<file path="config.mk">
export PLATFORM = sky130hd
export DESIGN_NAME = sd_data_tx_phy
export DESIGN_NICKNAME = d
export VERILOG_FILES = /design/src/rtl/sd_data_pkg.sv /design/src/rtl/sd_crc16.sv /design/src/rtl/sd_data_tx_phy.sv
export SDC_FILE = /design/constraint.sdc
export NUM_CORES = 1
export LEC_CHECK = 0
export ABC_CLOCK_PERIOD_IN_PS = 3300
export BUFFER_PORTS_ARGS = -buffer_cell sky130_fd_sc_hd__buf_2
export CELL_PAD_IN_SITES_DETAIL_PLACEMENT = 1
export CELL_PAD_IN_SITES_GLOBAL_PLACEMENT = 1
export CORE_AREA = 3 3 100 102
export CTS_CLUSTER_DIAMETER = 60
export DETAILED_ROUTE_END_ITERATION = 8
export DIE_AREA = 0 0 103 105
export GPL_TIMING_DRIVEN = 0
export PLACE_DENSITY_LB_ADDON = 0.1
export SYNTH_ARGS = -nofsm -noshare
export SYNTH_HDL_FRONTEND = slang
export SYNTH_SLANG_ARGS = --single-unit
</file>
<file path="constraint.sdc">
create_clock -name SD_clock -period 3.3 [get_ports SD_clock]
set_clock_uncertainty 0.05 [all_clocks]
set_input_delay 0.66 -clock SD_clock [delete_from_list [all_inputs] [get_ports SD_clock]]
set_output_delay 0.66 -clock SD_clock [all_outputs]
set_load 0.005 [all_outputs]
</file>
<file path="src/rtl/sd_data_pkg.sv">
// Shared definitions for the SD host DATA path: FSM state encoding,
// CRC-status token values and the CRC16 generator polynomial.
package sd_data_pkg;

   typedef enum logic [3:0] {
      IDLE,
      START,
      DATA,
      CRC,
      END,
      STAT_WAIT,
      STAT,
      BUSY,
      DONE
   } state_t;

   // CRC-status token returned by the card after a written block
   localparam logic [2:0] TOKEN_ACCEPTED  = 3'b010;
   localparam logic [2:0] TOKEN_CRC_ERR   = 3'b101;
   localparam logic [2:0] TOKEN_WRITE_ERR = 3'b110;

   // x^16 + x^12 + x^5 + 1
   localparam logic [15:0] CRC16_POLY = 16'h1021;

endpackage

</file>
<file path="src/rtl/sd_crc16.sv">
// Serial CRC16 (x^16+x^12+x^5+1, init 0), one bit per enabled cycle.
// Shared by the DATA transmit and receive paths.
module sd_crc16 import sd_data_pkg::*; (
   input  logic        clk,
   input  logic        rst_n,
   input  logic        clr,
   input  logic        en,
   input  logic        bit_in,
   output logic [15:0] crc
);

   logic fb;

   assign fb = bit_in ^ crc[15];

   // LFSR update; clear has priority so a new block always starts from zero
   always_ff @(posedge clk or negedge rst_n) begin
      if (!rst_n) begin
         crc <= '0;
      end else if (clr) begin
         crc <= '0;
      end else if (en) begin
         crc <= {crc[14:0], 1'b0} ^ (fb ? CRC16_POLY : 16'h0000);
      end
   end

endmodule

</file>
<file path="src/rtl/sd_data_tx_phy.sv">
// SD DAT0 write path: serializes one block (start, data MSB-first, CRC16,
// end), releases the line and decodes the CRC-status token and busy period.
// Optional feature macro: SD_DATA_TX_BUSY_TIMEOUT_EN (busy-phase timeout).
//
// Handshake with the data controller: Serial_ready is high only in IDLE; a
// Send seen in IDLE starts exactly one block; Complete pulses for one cycle
// when the block ends, with Crc_error/Timeout valid alongside it and held
// until the next start; Idle aborts from any state without a Complete.
module sd_data_tx_phy import sd_data_pkg::*; #(
   parameter int BLOCK_WORDS   = 128,
   parameter int STATUS_WINDOW = 8
) (
   input  logic        SD_clock,
   input  logic        Reset_n,
   input  logic        Send,
   input  logic        Idle,
   input  logic [31:0] Data_from_FIFO,
   output logic        Read_FIFO,
   input  logic        Data_pin_in,
   output logic        Data_pin_out,
   output logic        Data_oe,
   input  logic        Timeout_enable,
   input  logic [15:0] Timeout_reg,
   output logic        Serial_ready,
   output logic        Complete,
   output logic        Crc_error,
   output logic        Timeout,
   output state_t      dbg_state
);

   localparam logic [12:0] LAST_BIT = 13'(32 * BLOCK_WORDS - 1);
   localparam logic [12:0] LAST_WIN = 13'(STATUS_WINDOW - 1);

   state_t      state_q, state_d;
   logic [12:0] cnt_q, cnt_d;
   logic [31:0] sreg_q, sreg_d;
   logic [2:0]  tok_q, tok_d;
   logic        pin_d, oe_d, complete_d, crc_err_d, timeout_d;
   logic        crc_clr, crc_en, crc_bit;
   logic [15:0] crc_val;
   logic        word_end;

`ifdef SD_DATA_TX_BUSY_TIMEOUT_EN
   logic [15:0] busy_cnt_q, busy_cnt_d;
`else
   logic        unused_timeout_cfg;
   assign unused_timeout_cfg = ^{Timeout_enable, Timeout_reg};
`endif

   sd_crc16 u_crc (
      .clk    (SD_clock),
      .rst_n  (Reset_n),
      .clr    (crc_clr),
      .en     (crc_en),
      .bit_in (crc_bit),
      .crc    (crc_val)
   );

   // Last bit of a word that is not the final word of the block
   assign word_end     = (cnt_q[4:0] == 5'd31) && (cnt_q != LAST_BIT);
   // Pops coincide with the word capture; an abort suppresses the pop
   assign Read_FIFO    = !Idle && ((state_q == START) || ((state_q == DATA) && word_end));
   assign Serial_ready = (state_q == IDLE);
   assign dbg_state    = state_q;

   // Next-state and next-output decode; line outputs are registered from here
   always_comb begin
      state_d    = state_q;
      cnt_d      = cnt_q;
      sreg_d     = sreg_q;
      tok_d      = tok_q;
      pin_d      = Data_pin_out;
      oe_d       = Data_oe;
      complete_d = 1'b0;
      crc_err_d  = Crc_error;
      timeout_d  = Timeout;
      crc_clr    = 1'b0;
      crc_en     = 1'b0;
      crc_bit    = 1'b0;
`ifdef SD_DATA_TX_BUSY_TIMEOUT_EN
      busy_cnt_d = busy_cnt_q;
`endif
      if (Idle && (state_q != IDLE)) begin
         state_d = IDLE;
         pin_d   = 1'b1;
         oe_d    = 1'b0;
         cnt_d   = '0;
      end else begin
         case (state_q)
            IDLE: begin
               pin_d = 1'b1;
               oe_d  = 1'b0;
               if (Send && !Idle) begin
                  state_d   = START;
                  pin_d     = 1'b0;
                  oe_d      = 1'b1;
                  cnt_d     = '0;
                  crc_clr   = 1'b1;
                  crc_err_d = 1'b0;
                  timeout_d = 1'b0;
               end
            end
            START: begin
               state_d = DATA;
               cnt_d   = '0;
               pin_d   = Data_from_FIFO[31];
               sreg_d  = {Data_from_FIFO[30:0], 1'b0};
               crc_en  = 1'b1;
               crc_bit = Data_from_FIFO[31];
            end
            DATA: begin
               if (cnt_q == LAST_BIT) begin
                  state_d = CRC;
                  cnt_d   = '0;
                  pin_d   = crc_val[15];
               end else begin
                  cnt_d = cnt_q + 13'd1;
                  if (word_end) begin
                     pin_d  = Data_from_FIFO[31];
                     sreg_d = {Data_from_FIFO[30:0], 1'b0};
                  end else begin
                     pin_d  = sreg_q[31];
                     sreg_d = {sreg_q[30:0], 1'b0};
                  end
                  crc_en  = 1'b1;
                  crc_bit = pin_d;
               end
            end
            CRC: begin
               if (cnt_q[3:0] == 4'd15) begin
                  state_d = END;
                  cnt_d   = '0;
                  pin_d   = 1'b1;
               end else begin
                  cnt_d = cnt_q + 13'd1;
                  pin_d = crc_val[4'd14 - cnt_q[3:0]];
               end
            end
            END: begin
               state_d = STAT_WAIT;
               cnt_d   = '0;
               pin_d   = 1'b1;
               oe_d    = 1'b0;
            end
            STAT_WAIT: begin
               if (!Data_pin_in) begin
                  state_d = STAT;
                  cnt_d   = '0;
               end else if (cnt_q == LAST_WIN) begin
                  state_d    = DONE;
                  timeout_d  = 1'b1;
                  complete_d = 1'b1;
               end else begin
                  cnt_d = cnt_q + 13'd1;
               end
            end
            STAT: begin
               // three token bits, then the token end bit whose value is ignored
               if (cnt_q == 13'd3) begin
                  state_d   = BUSY;
                  cnt_d     = '0;
                  crc_err_d = (tok_q != TOKEN_ACCEPTED);
`ifdef SD_DATA_TX_BUSY_TIMEOUT_EN
                  busy_cnt_d = '0;
`endif
               end else begin
                  cnt_d = cnt_q + 13'd1;
                  tok_d = {tok_q[1:0], Data_pin_in};
               end
            end
            BUSY: begin
               if (Data_pin_in) begin
                  state_d    = DONE;
                  complete_d = 1'b1;
               end
`ifdef SD_DATA_TX_BUSY_TIMEOUT_EN
               else if (Timeout_enable &&
                        (({1'b0, busy_cnt_q} + 17'd1) >= {1'b0, Timeout_reg})) begin
                  state_d    = DONE;
                  complete_d = 1'b1;
                  timeout_d  = 1'b1;
               end else begin
                  busy_cnt_d = busy_cnt_q + 16'd1;
               end
`endif
            end
            DONE: begin
               state_d = IDLE;
            end
            default: begin
               state_d = IDLE;
               pin_d   = 1'b1;
               oe_d    = 1'b0;
            end
         endcase
      end
   end

   // State, datapath and registered line/status outputs
   always_ff @(posedge SD_clock or negedge Reset_n) begin
      if (!Reset_n) begin
         state_q      <= IDLE;
         cnt_q        <= '0;
         sreg_q       <= '0;
         tok_q        <= '0;
         Data_pin_out <= 1'b1;
         Data_oe      <= 1'b0;
         Complete     <= 1'b0;
         Crc_error    <= 1'b0;
         Timeout      <= 1'b0;
      end else begin
         state_q      <= state_d;
         cnt_q        <= cnt_d;
         sreg_q       <= sreg_d;
         tok_q        <= tok_d;
         Data_pin_out <= pin_d;
         Data_oe      <= oe_d;
         Complete     <= complete_d;
         Crc_error    <= crc_err_d;
         Timeout      <= timeout_d;
      end
   end

`ifdef SD_DATA_TX_BUSY_TIMEOUT_EN
   // Cycles spent in BUSY, restarted on every entry
   always_ff @(posedge SD_clock or negedge Reset_n) begin
      if (!Reset_n) begin
         busy_cnt_q <= '0;
      end else begin
         busy_cnt_q <= busy_cnt_d;
      end
   end
`endif

endmodule

</file>
# Word level (Yosys, flattened, before mapping)
# Cells that the tools add are included.
[totals] elab_cells=122 reg_bits=73 output_inout_bits=11 inputBits=54
[op_classes] n_mux=53 magnitude_cmp=1 n_bitwise=4 reduce_logical=23 eq_ne=29 n_addsub=2
[ops] cell="2-to-1 mux 13 bit" n=8
[ops] cell="case mux 13 bit (6 select lines)" n=1
[ops] cell="2-to-1 mux 32 bit" n=2
[ops] cell="case mux 32 bit (2 select lines)" n=1
[ops] cell="2-to-1 mux 16 bit" n=2
[ops] cell="2-to-1 mux 4 bit" n=8
[ops] cell="case mux 4 bit (8 select lines)" n=1
[ops] cell="2-to-1 mux 1 bit" n=22
[ops] cell="== test 4 x 3 -> 1 bit, second input constant" n=4
[ops] cell="bitwise XOR 16 bit" n=1
[ops] cell="adder 13 x 1 -> 13 bit, second input constant" n=1
[ops] cell="== test 13 x 12 -> 1 bit, second input constant" n=1
[ops] cell="== test 13 x 2 -> 1 bit, second input constant" n=1
[ops] cell="== test 13 x 3 -> 1 bit, second input constant" n=1
[ops] cell="!= test 13 x 12 -> 1 bit, second input constant" n=1
[ops] cell="case mux 1 bit (2 select lines)" n=6
[ops] cell="!= test 3 bit, second input constant" n=3
[ops] cell="AND reduction 3 bit" n=3
[ops] cell="== test 4 x 2 -> 1 bit, second input constant" n=2
[ops] cell="== test 4 bit, second input constant" n=2
[ops] cell="!= test 2 bit, second input constant" n=4
[ops] cell="!= test 4 bit, second input constant" n=2
[ops] cell="nonzero test 2 bit" n=4
[ops] cell="nonzero test 7 bit" n=1
[ops] cell="other kinds (22)" n=30

# Logic depth before layout (Yosys ltp)
[logic_depth] word_depth=11 ltp_mapped=9

# Modules after synthesis
# A second synthesis with hierarchy kept.
[hier_totals] hier_cells=386 hier_area_um2=4144.0
[modules_own_cells] mod="sd_data_tx_phy" n_inst=1 seq_area_each_um2=1402.6 cells_per_inst=328 area_each_um2=3455.8
[modules_own_cells] mod="sd_crc16" n_inst=1 seq_area_each_um2=400.4 cells_per_inst=58 area_each_um2=688.2

# Worst setup path after synthesis
# No wires, ideal clock.
[synth_timing] path_type="reg-to-reg" from="register cnt_q[6]" to="register state_q[1], in the netlist dbg_state[1]" period_less_slack_ns=2.347 arrival_time_ns=2.173 setup_slack_ns=0.953 required_time_ns=3.126 setup_time_ns=0.124 path_stages_with_launch=6 path_buffers=0 path_cell_list="dfrtp_1 > or4_4 > or4_4 > a221oi_2 > nand2_2 > a211o_1"
[synth_between] elab_chain_len=3 word_cells_on_any_way=7 classes_between="eq/ne (6); reduce/logical (1)"
[synth_lines] element="from (decl)" line="sd_data_tx_phy.sv:35" text="logic [12:0] cnt_q, cnt_d;"
[synth_lines] element="from (signal assigned)" line="sd_data_tx_phy.sv:213" text="cnt_q <= cnt_d;"
[synth_lines] element="== test 13 x 3 -> 1 bit, or another cell as far along" line="sd_data_tx_phy.sv:149" text="end else if (cnt_q == LAST_WIN) begin"
[synth_lines] element="!= test 4 bit (no source line), or another cell as far along"
[synth_lines] element="AND reduction 6 bit (no source line) (*)"
[synth_lines] element="to (signal assigned)" line="sd_data_tx_phy.sv:212" text="state_q <= state_d;"
[synth_lines] element="to (decl)" line="sd_data_tx_phy.sv:34" text="state_t state_q, state_d;"
# Mark *: on every way between the ends. The rest lies on a longest branch, timed or not.
# A chain may end at the register's enable or synchronous reset.

# Worst setup path in the final report
[layout_timing] from="register state_q[2], in the netlist dbg_state[2]" to="output port Read_FIFO"
[layout_between] elab_chain_len=4 word_cells_on_any_way=5 classes_between="eq/ne (2); reduce/logical (3)"
[layout_lines] element="== test 4 x 2 -> 1 bit" line="sd_data_tx_phy.sv:62" text="assign Read_FIFO = !Idle && ((state_q == START) || ((state_q == DATA) && word_end));"
[layout_lines] element="logical AND 1 bit" line="sd_data_tx_phy.sv:62"
[layout_lines] element="logical OR 1 bit (*)" line="sd_data_tx_phy.sv:62"
[layout_lines] element="logical AND 1 bit (*)" line="sd_data_tx_phy.sv:62"
[layout_lines] element="to (decl)" line="sd_data_tx_phy.sv:18" text="output logic Read_FIFO,"
# Marked as above.

==> flow_summary.ini <==
[timing]
slew_violations = 0
worst_pin_slew_ps = 705
final.setup.tns_ps = 0
hold_violations = 0
min_period_ps = 2910
rsz0062_at_grt = no
fmax_mhz = 344
max_slew_margin_pct = 53.0
min_period_over_period_pct = 88.1
fin_hold_ws_ps = 132
setup_viol_count_final = 0

[global_routing]
grt_max_degree = 57
grt_pass1_vias = 3361
grt_pass1_wl_um = 16900
antenna_found_initial = 0
overflow = 0
grt_usage_pct = 19.4

[synthesis]
synthArstFlopShare_pct = 100
synth-edff-count = 0
netlist_area_sq_um = 3970
syn_avg_cell_area_sq_um = 10.1
yosysMostFrequentCell = dfrtp_1
yosysUniqueCellTypes = 66
yosysTopAreaCellShare_pct = 44.7
synth_seq_cells = 72
synthCells = 394
netlist_top_cells_area = dfrtp_1 (45%), mux2i_1 (8.3%), a21oi_1 (5.2%), nor2_1 (4.8%), a22o_1 (4.6%)
synth_nets = 450
ys_warn_count = 0
ys_seq_area_share_pct = 45.4
yosys.area.top_type = dfrtp_1
ys.flop_type = dfrtp_1
synth_commonest_cells = dfrtp_1 (71), nor2_1 (51), a21oi_1 (41), mux2i_1 (33), nand2_1 (30)

[cts]
clock_path_buffers = 2
cts_buffers = 9
cts_root_buf = clkbuf_8
clk_latency_ps = 340
path_clk_slew_ps = 80
ctsResizeCount = 0
ctsHoldBuffers = 0
post_cts_buffers = 0
cts.sinks = 72
htree_num_levels = 3
tritoncts = done

[drt]
routed-via-count = 3250
firstDrtPassIters = 4
wirelength_um = 9840
route.detailed.drc = 0
avgViaCountPerCell = 5.72
drtIter0Drc = 86
wl_per_cell_um = 17.3
ant_nets = 0

[worst_setup_path]
crit_fanout = 10
crit_buf_inv = 2
critPathLaunchType = flip-flop
cp.arrival_ps = 2200
crit_required_ps = 2590
cp_top_family = compound AO/OA/AOI/OAI gates
cp-end-kind = output pin
slowest_delay_ps = 480
path_class = reg -> out
crit_chain = clkbuf_8 -> nor3_1 -> o21ai_0 -> a31oi_1 -> and2_1 -> buf_2
cpMaxStageDelayCell = dfrtp_1

[finish]
largest_register = sreg_q
largest_reg_flops = 31
top_regs = sreg_q: 31 flops, u_crc.crc: 16 flops, cnt_q: 13 flops
num_antenna_cells = 0
area_delta_synth_final_pct = 15.7
drive_gt1_share_pct = 22.1
instances_no_fill = 568
fillers = 1051
nets = 509

[floorplan]
rows = 35
ioPinCount = 65
die-area_sq_um = 10800
die_w_um = 103
die_h_um = 105
start_util_pct = 43.2
coreArea_sq_um = 9200

[power]
power_report.internal_total_uw = 2290
clkPwrFrac_pct = 21.7
switching_power_uw = 1360
seqPwrFrac_pct = 38.7
power_density_nw_per_um2 = 794
vdd_drop_max_mv = 0.375
pwr-share-comb_pct = 39.6
p_leak_uw = 0.00215
p_sw_share_pct = 37.2

[status]
status = finished clean

[job]
max_cap_viol_count = 0

[place]
gp_congestion = 0.799
place_inst = 553
portBuffers = 47
hpwl_um = 7190

[min_path]
min_path_type = in -> async
## stage by stage
| step | area, sq um | power (uW) | setup slack [ps] | util, % |
|---|---|---|---|---|
| 2_1_floorplan | 3970 | 2480 | 953 | - |
| 3_3_place_gp | 4350 | 2830 | 518 | 47.3 |
| 3_5_place_dp | 4380 | 2880 | 498 | 47.6 |
| 4_1_cts | 4600 | 3690 | 353 | 50.0 |
| 5_1_grt | 4600 | 3940 | 191 | 50.0 |
| 6_report | 4600 | 3650 | 393 | 50.0 |
## worst paths after layout
check	from	to	slack, ps	cells after the start
min in group SD_clock	Crc_error	Crc_error	460	2
max in group asynchronous	Reset_n	Data_pin_out	2460	2
min	Reset_n	tok_q[2]	130	1
min reg2reg	Crc_error	Crc_error	460	2
max reg2reg	dbg_state[2]	sreg_q[19]	620	7
max	dbg_state[2]	Read_FIFO	390	6
## power groups by stage
stage	combinational, uW	clock, uW	sequential (uW)
after floorplan	1110	0	1370
after global placement	1420	0	1420
after detailed placement	1460	0	1430
after CTS	1460	813	1410
after global routing	1630	858	1460
final	1440	791	1410
## metal layers
metal / routed length (um) / vias up / share of wire (%) / global-route usage, %
met1: 4430 / 1626 / 45 / 26.1
met2: 4910 / 54 / 50 / 31.5
met3: 420 / 8 / 4.3 / 4.67
met4: 76 / 0 / 0.77 / 4.44
met5: 0 / - / 0 / 0
li1: - / 1562 / - / -
## cell families (layout without fill, tap and decap cells)
logic type	count (synthesis)	in the layout	share of synthesized area, %
XOR/XNOR	4	4	0.882
buffers and inverters	31	94	4.44
multiplexers	40	40	11.4
AO/OA/AOI/OAI	106	106	19.3
AND/OR/NAND/NOR	139	139	17.9
flip-flops	72	72	45.4
adder cells (fa/ha/maj)	2	2	0.630
## layout by cell type, fill, tap and decap left out, drive strengths merged, types with 4 or more instances in the layout
master,synthesis,final
o21ai,7,7
nand2b,4,4
nand3,12,12
inv,7,7
a21o,9,9
mux2i,33,33
dfrtp,71,71
a21oi,42,42
or2,4,4
nand4,7,7
mux4,4,4
a31oi,4,4
clkbuf,14,24
xnor2,4,4
nand2,31,31
nor3,4,4
o211ai,5,5
buf,10,58
a22o,21,21
nor2,51,51
## final cells by class
class                           instances  area, sq um  area share (%)
Clock inverter                          5         81.3            1.77
Inverter                                7         26.3           0.572
Multi-Input combinational cell        291         1990            43.4
Tap cell                              111          139            3.02
Buffer                                 24          150            3.27
Sequential cell                        72         1800            39.2
Clock buffer                           10          138            2.99
Timing Repair Buffer                   48          265            5.77
Note: power is estimated with default switching activity, not from simulation.
